**src/rtl/countdown_scheduler_if.sv**
```systemverilog
// Bundle between the per-unit control FSMs (master) and the shared
// countdown scheduler (slave).
interface countdown_scheduler_if #(
   parameter int DATA_WIDTH = 8,
   parameter int NUM_REQ    = 4,
   parameter int IDX_WIDTH  = 2
);
   logic [NUM_REQ-1:0]            req;
   logic [NUM_REQ*DATA_WIDTH-1:0] req_len;
   logic                          tick;
   logic [NUM_REQ-1:0]            grant;
   logic                          busy;
   logic [NUM_REQ-1:0]            done;
   logic [IDX_WIDTH-1:0]          owner;
   logic [DATA_WIDTH-1:0]         count;

   modport master (
      output req, req_len, tick,
      input  grant, busy, done, owner, count
   );

   modport slave (
      input  req, req_len, tick,
      output grant, busy, done, owner, count
   );
endinterface

```
**src/rtl/countdown_scheduler.sv**
```systemverilog
// One down-counter shared round-robin among NUM_REQ requesters; the owner's
// done bit pulses for one cycle when its count reaches zero.
module countdown_scheduler #(
   parameter int DATA_WIDTH = 8,
   parameter int NUM_REQ    = 4,
   parameter int IDX_WIDTH  = 2
) (
   input logic                  clock,
   input logic                  reset,
   countdown_scheduler_if.slave bus
);
   typedef enum logic [1:0] {
      IDLE = 2'd0,
      RUN  = 2'd1,
      DONE = 2'd2
   } state_t;

   localparam logic [NUM_REQ-1:0]    NO_REQ   = {NUM_REQ{1'b0}};
   localparam logic [DATA_WIDTH-1:0] ZERO_CNT = {DATA_WIDTH{1'b0}};
   localparam logic [DATA_WIDTH-1:0] ONE_CNT  = {{(DATA_WIDTH-1){1'b0}}, 1'b1};
   localparam logic [IDX_WIDTH-1:0]  ZERO_IDX = {IDX_WIDTH{1'b0}};
   localparam logic [IDX_WIDTH-1:0]  LAST_IDX = IDX_WIDTH'(NUM_REQ - 1);

   state_t                state_r, state_s;
   logic [NUM_REQ-1:0]    grant_r, grant_s;
   logic [NUM_REQ-1:0]    done_r, done_s;
   logic                  busy_r, busy_s;
   logic [IDX_WIDTH-1:0]  owner_r, owner_s;
   logic [IDX_WIDTH-1:0]  last_owner_r, last_owner_s;
   logic [DATA_WIDTH-1:0] count_r, count_s;
   logic [IDX_WIDTH-1:0]  win_idx_s, cand_s;
   logic [DATA_WIDTH-1:0] win_len_s;
   logic                  any_req_s;

   function automatic logic [NUM_REQ-1:0] onehot(input logic [IDX_WIDTH-1:0] idx);
      logic [NUM_REQ-1:0] vec;
      vec      = NO_REQ;
      vec[idx] = 1'b1;
      return vec;
   endfunction

   // Round-robin pick: scanning offsets high to low leaves the nearest requester above last_owner_r.
   always_comb begin
      any_req_s = |bus.req;
      win_idx_s = last_owner_r;
      cand_s    = ZERO_IDX;
      for (int i = NUM_REQ; i >= 1; i--) begin
         cand_s    = IDX_WIDTH'((int'(last_owner_r) + i) % NUM_REQ);
         win_idx_s = bus.req[cand_s] ? cand_s : win_idx_s;
      end
      win_len_s = bus.req_len[int'(win_idx_s) * DATA_WIDTH +: DATA_WIDTH];
   end

   // Next-state and next-output logic; done is a pulse so it defaults low.
   always_comb begin
      state_s      = state_r;
      grant_s      = grant_r;
      done_s       = NO_REQ;
      busy_s       = busy_r;
      owner_s      = owner_r;
      last_owner_s = last_owner_r;
      count_s      = count_r;
      case (state_r)
         IDLE: begin
            if (any_req_s) begin
               owner_s = win_idx_s;
               if (win_len_s != ZERO_CNT) begin
                  state_s = RUN;
                  grant_s = onehot(win_idx_s);
                  busy_s  = 1'b1;
                  count_s = win_len_s;
               end else begin
                  state_s = DONE;
                  done_s  = onehot(win_idx_s);
               end
            end else begin
               state_s = IDLE;
            end
         end
         RUN: begin
            // Owner abort outranks a tick on the same edge, including the final one.
            if (!bus.req[owner_r]) begin
               state_s      = IDLE;
               grant_s      = NO_REQ;
               busy_s       = 1'b0;
               count_s      = ZERO_CNT;
               last_owner_s = owner_r;
            end else if (bus.tick) begin
               if (count_r <= ONE_CNT) begin
                  state_s = DONE;
                  grant_s = NO_REQ;
                  busy_s  = 1'b0;
                  count_s = ZERO_CNT;
                  done_s  = onehot(owner_r);
               end else begin
                  count_s = count_r - ONE_CNT;
               end
            end else begin
               count_s = count_r;
            end
         end
         DONE: begin
            state_s      = IDLE;
            grant_s      = NO_REQ;
            busy_s       = 1'b0;
            count_s      = ZERO_CNT;
            last_owner_s = owner_r;
         end
         default: begin
            state_s = IDLE;
            grant_s = NO_REQ;
            busy_s  = 1'b0;
            count_s = ZERO_CNT;
         end
      endcase
   end

   // State and output registers.
   always_ff @(posedge clock or negedge reset) begin
      if (!reset) begin
         state_r      <= IDLE;
         grant_r      <= NO_REQ;
         done_r       <= NO_REQ;
         busy_r       <= 1'b0;
         owner_r      <= ZERO_IDX;
         last_owner_r <= LAST_IDX;
         count_r      <= ZERO_CNT;
      end else begin
         state_r      <= state_s;
         grant_r      <= grant_s;
         done_r       <= done_s;
         busy_r       <= busy_s;
         owner_r      <= owner_s;
         last_owner_r <= last_owner_s;
         count_r      <= count_s;
      end
   end

   assign bus.grant = grant_r;
   assign bus.done  = done_r;
   assign bus.busy  = busy_r;
   assign bus.owner = owner_r;
   assign bus.count = count_r;
endmodule

```
**src/flat_wrapper.sv**
```systemverilog
// flat-port wrapper written by rule: the top's interface ports become plain ports
module countdown_scheduler_flat 
#(
   parameter int DATA_WIDTH = 8,
   parameter int NUM_REQ    = 4,
   parameter int IDX_WIDTH  = 2
)
  (clock, reset, bus_req, bus_req_len, bus_tick, bus_grant, bus_busy, bus_done, bus_owner, bus_count);
  countdown_scheduler_if #(.DATA_WIDTH(DATA_WIDTH), .NUM_REQ(NUM_REQ), .IDX_WIDTH(IDX_WIDTH)) bus_i ();
  input logic clock;
  input logic reset;
  input wire logic [$bits(bus_i.req)-1:0] bus_req;
  input wire logic [$bits(bus_i.req_len)-1:0] bus_req_len;
  input wire logic [$bits(bus_i.tick)-1:0] bus_tick;
  output wire logic [$bits(bus_i.grant)-1:0] bus_grant;
  output wire logic [$bits(bus_i.busy)-1:0] bus_busy;
  output wire logic [$bits(bus_i.done)-1:0] bus_done;
  output wire logic [$bits(bus_i.owner)-1:0] bus_owner;
  output wire logic [$bits(bus_i.count)-1:0] bus_count;
  assign bus_i.req = bus_req;
  assign bus_i.req_len = bus_req_len;
  assign bus_i.tick = bus_tick;
  assign bus_grant = bus_i.grant;
  assign bus_busy = bus_i.busy;
  assign bus_done = bus_i.done;
  assign bus_owner = bus_i.owner;
  assign bus_count = bus_i.count;
  countdown_scheduler #(.DATA_WIDTH(DATA_WIDTH), .NUM_REQ(NUM_REQ), .IDX_WIDTH(IDX_WIDTH)) u_core (.clock(clock), .reset(reset), .bus(bus_i));
endmodule
```
**config.mk**
```make
export PLATFORM = sky130hd
export DESIGN_NAME = countdown_scheduler_flat
export DESIGN_NICKNAME = d
export VERILOG_FILES = /design/src/rtl/countdown_scheduler_if.sv /design/src/rtl/countdown_scheduler.sv /design/src/flat_wrapper.sv
export SDC_FILE = /design/constraint.sdc
export NUM_CORES = 1
export LEC_CHECK = 0
export BUFFER_PORTS_ARGS = -buffer_cell sky130_fd_sc_hd__buf_2
export CAP_MARGIN = 20
export CELL_PAD_IN_SITES_DETAIL_PLACEMENT = 1
export CELL_PAD_IN_SITES_GLOBAL_PLACEMENT = 1
export CORE_ASPECT_RATIO = 1.25
export CORE_MARGIN = 2
export CORE_UTILIZATION = 39
export CTS_BUF_LIST = sky130_fd_sc_hd__clkbuf_16
export DETAILED_ROUTE_END_ITERATION = 12
export PLACE_DENSITY_LB_ADDON = 0.1
export SLEW_MARGIN = 20
export SYNTH_ARGS = -nofsm -noshare
export SYNTH_HDL_FRONTEND = slang
export SYNTH_SLANG_ARGS = --single-unit
```
**constraint.sdc**
```tcl
create_clock -name clock -period 4.67 [get_ports clock]
set_clock_uncertainty 0.2 [all_clocks]
set_input_delay 0.934 -clock clock [delete_from_list [all_inputs] [get_ports clock]]
set_output_delay 0.934 -clock clock [all_outputs]
set_load 0.02 [all_outputs]
```
* After elaboration in Yosys (flattened, before gate mapping)
Index checks and enable logic that the tools add are counted.
Storage, ports and cells: latch bits 0, memory bits (read-only) 0, bits in writable memories 0, memories 0, bits in registers 23, logic and storage cells 90, bits of input ports 39
Operators by class: multipliers 0, muxes and demuxes 50, order comparisons 9, bitwise operators 0, shift-type cells 1, reductions and logical operators 11, eq/ne operators 7, divide/modulo/power cells 0, add/subtract/negate cells 5
Operators with widths (number):
- 4-bit two-way mux | 10
- 8-bit two-way mux | 5
- 32-bit by 6-bit indexed part select with 8-bit output | 1
- 2-bit two-way mux | 10
- 2-bit by 3-bit less-than comparator with 1-bit output, second input constant | 6
- 4-bit case mux with 2 select lines | 2
- 8-bit case mux with 2 select lines | 1
- 1-bit two-way mux | 12
- 1-bit binary-select mux with 2-bit select | 5
- 8-bit by 1-bit less-or-equal comparator with 1-bit output, second input constant | 1
- 2-bit case mux with 2 select lines | 2
- 8-bit nonzero test | 1
- 8-bit by 1-bit subtractor with 8-bit output, second input constant | 1
- 3-bit inequality test, second input constant | 2
- 2-bit AND reduction | 3
- 2-bit by 1-bit adder with 2-bit output, second input constant | 2
- 2-bit adder, second input constant | 2
- 1-bit demux with 2-bit select | 2
- 2-bit by 1-bit greater-or-equal comparator with 1-bit output, second input constant | 2
- 2-bit by 1-bit inequality test with 1-bit output, second input constant | 2
- 4-bit AND reduction | 1
- 4-bit OR reduction | 1
- 3-bit AND reduction | 1
- 2-bit by 1-bit equality test with 1-bit output, second input constant | 1
- other kinds (6) | 7

* Longest topological paths before layout
depth after elaboration 14, depth in mapped cells 10, depth with buffers taken out 9

* Worst setup path after synthesis
OpenSTA, ideal clock, no wires.
path type input-to-reg, start input port bus_req[2], end register u_core.count_r[2], in the netlist u_core.bus.count[2], data arrival time 2.676 ns, path slack 1.672 ns, stages 9, library setup time 0.122 ns, cell sequence or2_1 a21o_1 nand2_2 buf_4 nand2_1 a31o_1 a31o_1 a211o_1 a32o_1
Between the ends: longest elaborated chain between the ends 10, elaborated cells on any way between the ends 25
RTL lines:
- from (decl) | RTL line flat_wrapper.sv:12 | input wire logic [$bits(bus_i.req)-1:0] bus_req;
- 1-bit binary-select mux with 2-bit select | RTL line countdown_scheduler.sv:49 | win_idx_s = bus.req[cand_s] ? cand_s : win_idx_s;
- 1-bit two-way mux (implied by the code) | RTL line countdown_scheduler.sv:49
- 2-bit two-way mux (4 in series) | RTL line countdown_scheduler.sv:49
- 32-bit by 6-bit indexed part select with 8-bit output | RTL line countdown_scheduler.sv:51 | win_len_s = bus.req_len[int'(win_idx_s) * DATA_WIDTH +: DATA_WIDTH];
- 8-bit nonzero test / 8-bit two-way mux (equally long branches) | RTL line countdown_scheduler.sv:67 | if (win_len_s != ZERO_CNT) begin
- 2-bit by 1-bit inequality test with 1-bit output (no line) / 8-bit two-way mux (equally long branches)
- 3-bit AND reduction (no line) / 8-bit case mux with 2 select lines (equally long branches)
- to (signal assigned) | RTL line countdown_scheduler.sv:135 | count_r <= count_s;
- to (decl) | RTL line countdown_scheduler.sv:30 | logic [DATA_WIDTH-1:0] count_r, count_s;
Several ways; a longest one is shown, not always the timed one. The select of a mux whose other input is x is not followed. A chain may end at the register's enable or synchronous reset.

* Final worst setup path
start input port bus_req[3], end register u_core.count_r[5], in the netlist u_core.bus.count[5]
Same word-level chain as after synthesis.

==> impl_metrics.json <==
{
  "setup_viol_count_final": 0,
  "irDropWorstVdd_v": 0.000353,
  "hold_path_startpoint": "u_core.bus.grant[3]",
  "power.total_uw": 1520,
  "finalNetCount": 291,
  "final_common_cell": "buf_2",
  "area_delta_synth_final_pct": 24.6,
  "clockRootBuffer": "clkbuf_16",
  "grt-ovfl-total": 0,
  "yosys_warnings": 0,
  "crit_required_ns": 4.61,
  "synth_cell_types": 52,
  "final_hold_viol_count": 0,
  "min_path_cells": 1,
  "mostFrequentLayoutCells": "buf_2 (57), nand2_1 (22), dfrtp_1 (21), nor2_1 (15), nand3_1 (12)",
  "cts.sinks": 23,
  "hpwl_um": 4360,
  "pwr-share-comb": 0.632,
  "avgRoutedWirePerCell_um": 18.2,
  "syn-num-nets": 235,
  "synth_area_per_cell_sq_um": 8.69,
  "yosysSeqAreaShare": 0.343,
  "p_seq_frac": 0.244,
  "via_per_inst": 6.00,
  "drt_iter0_drc": 76,
  "grt_pass1_wl_um": 9290,
  "cp-start-kind": "input pin",
  "htree_num_levels": 1,
  "min_to": "u_core.bus.grant[3]",
  "fill_cells": 534,
  "layout-drive-gt1-share": 0.329,
  "fp-row-count": 26,
  "async_flop_share": 1.00,
  "path_max_fanout": 17,
  "grt_max_degree": 24,
  "drt_pre_antenna_iters": 4,
  "power_frac_clock": 0.124,
  "ant_nets": 0,
  "clockBufferDepth": 2,
  "portBuffers": 57,
  "synth.area.top_cells": "dfrtp_1 (31%), nand2_1 (4.9%), nand3_1 (3.6%)",
  "fin_ws_ns": 1.33,
  "path_clk_slew_ns": 0.06,
  "arrival_ns": 3.28,
  "post-synth-top-area-fraction": 0.312,
  "p_switching_uw": 767,
  "maxSlewHeadroom": 0.368,
  "rr_worst_depth": 8,
  "switching_share": 0.503,
  "cts_buffers": 3,
  "fmax_mhz": 299,
  "finalHoldWorstSlack_ns": 0.300,
  "synth_compound_gate_area_share": 0.325,
  "die_area_sq_um": 4870,
  "reg2reg_slack_ns": 1.57,
  "synth_fa_ha_area_frac": 0.0148,
  "max_cap_violations": 0,
  "finalMaxSlewViolations": 0,
  "cts_tree": "yes",
  "tightest_slew_ns": 0.940,
  "period_share": 0.715,
  "p_int_uw": 757,
  "end_kind": "register",
  "core_sq_um": 4130,
  "timing.rr.end": "u_core.bus.count[5]",
  "antenna_found_initial": 0,
  "gp_congestion": 0.848,
  "clk_latency_ns": 0.26,
  "period_minus_slack_ns": 3.34,
  "final.setup.tns_ns": 0,
  "timing.rr.start": "u_core.last_owner_r[0]",
  "syn_inst": 194,
  "path_class": "in -> reg",
  "die_w_um": 62.8,
  "grt.total_usage": 0.239,
  "leakagePower_uw": 0.000968,
  "synth_top_family_by_area": "compound AO/OA/AOI/OAI gates",
  "start_util": 0.408,
  "drc_errors": 0,
  "synthXorXnorAreaFrac": 0,
  "wl_um": 5560,
  "grt_pass1_vias": 1846,
  "postLayoutCoreUtil": 0.508,
  "synthMuxAreaShare": 0.0453,
  "ctsResizeCount": 0,
  "status": "complete, no violations",
  "die_h_um": 77.5,
  "pin_count": 58,
  "min_path_type": "reg -> reg",
  "ys_ff_latch": 23,
  "syn_area_sq_um": 1690,
  "synth_edf_count": 0,
  "synth_top_area_cell": "dfrtp_1",
  "ys.flop_type": "dfrtp_1",
  "dp_worst_setup_slack_ns": 1.10,
  "num_antenna_cells": 0,
  "yosys.area_share.simple": 0.242,
  "num_vias": 1830,
  "hold_buffers": 0,
  "postCtsSetupBuffers": 0,
  "rsz0062_at_grt": "no",
  "cellPowerDensity_nw_per_um2": 726
}
## cell families (layout without fill, tap and decap cells)
| kind of cell | count (synthesis) | in the layout |
|---|---|---|
| AO/OA/AOI/OAI | 70 | 70 |
| flip-flops | 23 | 23 |
| multiplexers | 6 | 6 |
| adder cells (fa/ha/maj) | 2 | 2 |
| AND/OR/NAND/NOR | 81 | 81 |
| buffers and inverters | 12 | 67 |
## metrics by stage
stage               instances  area [sq um]
global placement          301          2020
finish                    305          2100
CTS                       305          2100
global route              305          2100
floorplan                 194          1690
detailed placement        301          2020
## per-layer routing
metal / track usage / part of all wire
met1: 0.314 / 0.44
met2: 0.406 / 0.49
met3: 0.0362 / 0.050
met4: 0.0689 / 0.019
met5: 0 / 0
## flip-flops by register name, summed over array words and instances (netlist names)
| register | count |
|---|---|
| u_core.bus.busy | 1 |
| u_core.bus.owner | 2 |
| u_core.last_owner_r | 2 |
| u_core.bus.count | 8 |
| u_core.state_r | 2 |
| u_core.bus.grant | 4 |
| u_core.bus.done | 4 |
## how the worst max path moves through the flow
stage	from	end	slack (ns)	depth (start not counted)
floorplan	bus_req[2]	u_core.bus.count[2]	1.67	9
global placement	bus_req[3]	u_core.bus.count[2]	1.20	9
detailed placement	bus_req[3]	u_core.bus.count[2]	1.10	9
CTS	bus_req[3]	u_core.bus.count[5]	1.36	9
global route	bus_req[3]	u_core.bus.count[5]	1.11	9
finish	bus_req[3]	u_core.bus.count[5]	1.33	9
## worst max-delay path, cell delays in order
cell and delay (ns):
buf_2 0.12, or2b_4 0.21, o21ai_2 0.07, a221oi_4 0.67, nand3_2 0.15, a221oi_2 0.41, nand3_2 0.28, o21ai_1 0.31
o2bb2ai_1 0.10
## cell usage after synthesis, types with 5 or more instances
library cell and n:
a211oi_1 6, a21oi_1 9, a22o_1 6, a32o_1 5, and3_1 5, clkbuf_1 5
dfrtp_1 21, inv_1 5, nand2_1 22, nand3_1 12, nor2_1 15, nor3_1 7
o21ai_0 9
## power by group through the flow
stage               Sequential [uW]  Clock [uW]  Combinational [uW]
finish                          373         189                 963
global route                    386         202                1060
CTS                             374         194                 966
detailed placement              378           0                 950
global placement                375           0                 938
floorplan                       417           0                 642
## area by class of cell
cell class | instances | area, sq um | area share
clock buffer | 3 | 75.1 | 0.0358
clock inverter | 1 | 7.51 | 0.00358
inverter | 5 | 18.8 | 0.00894
multi-input combinational | 159 | 1060 | 0.504
sequential | 23 | 578 | 0.275
tap | 56 | 70.1 | 0.0334
timing repair buffer | 58 | 293 | 0.139
Power figures use the tool's default switching activity.
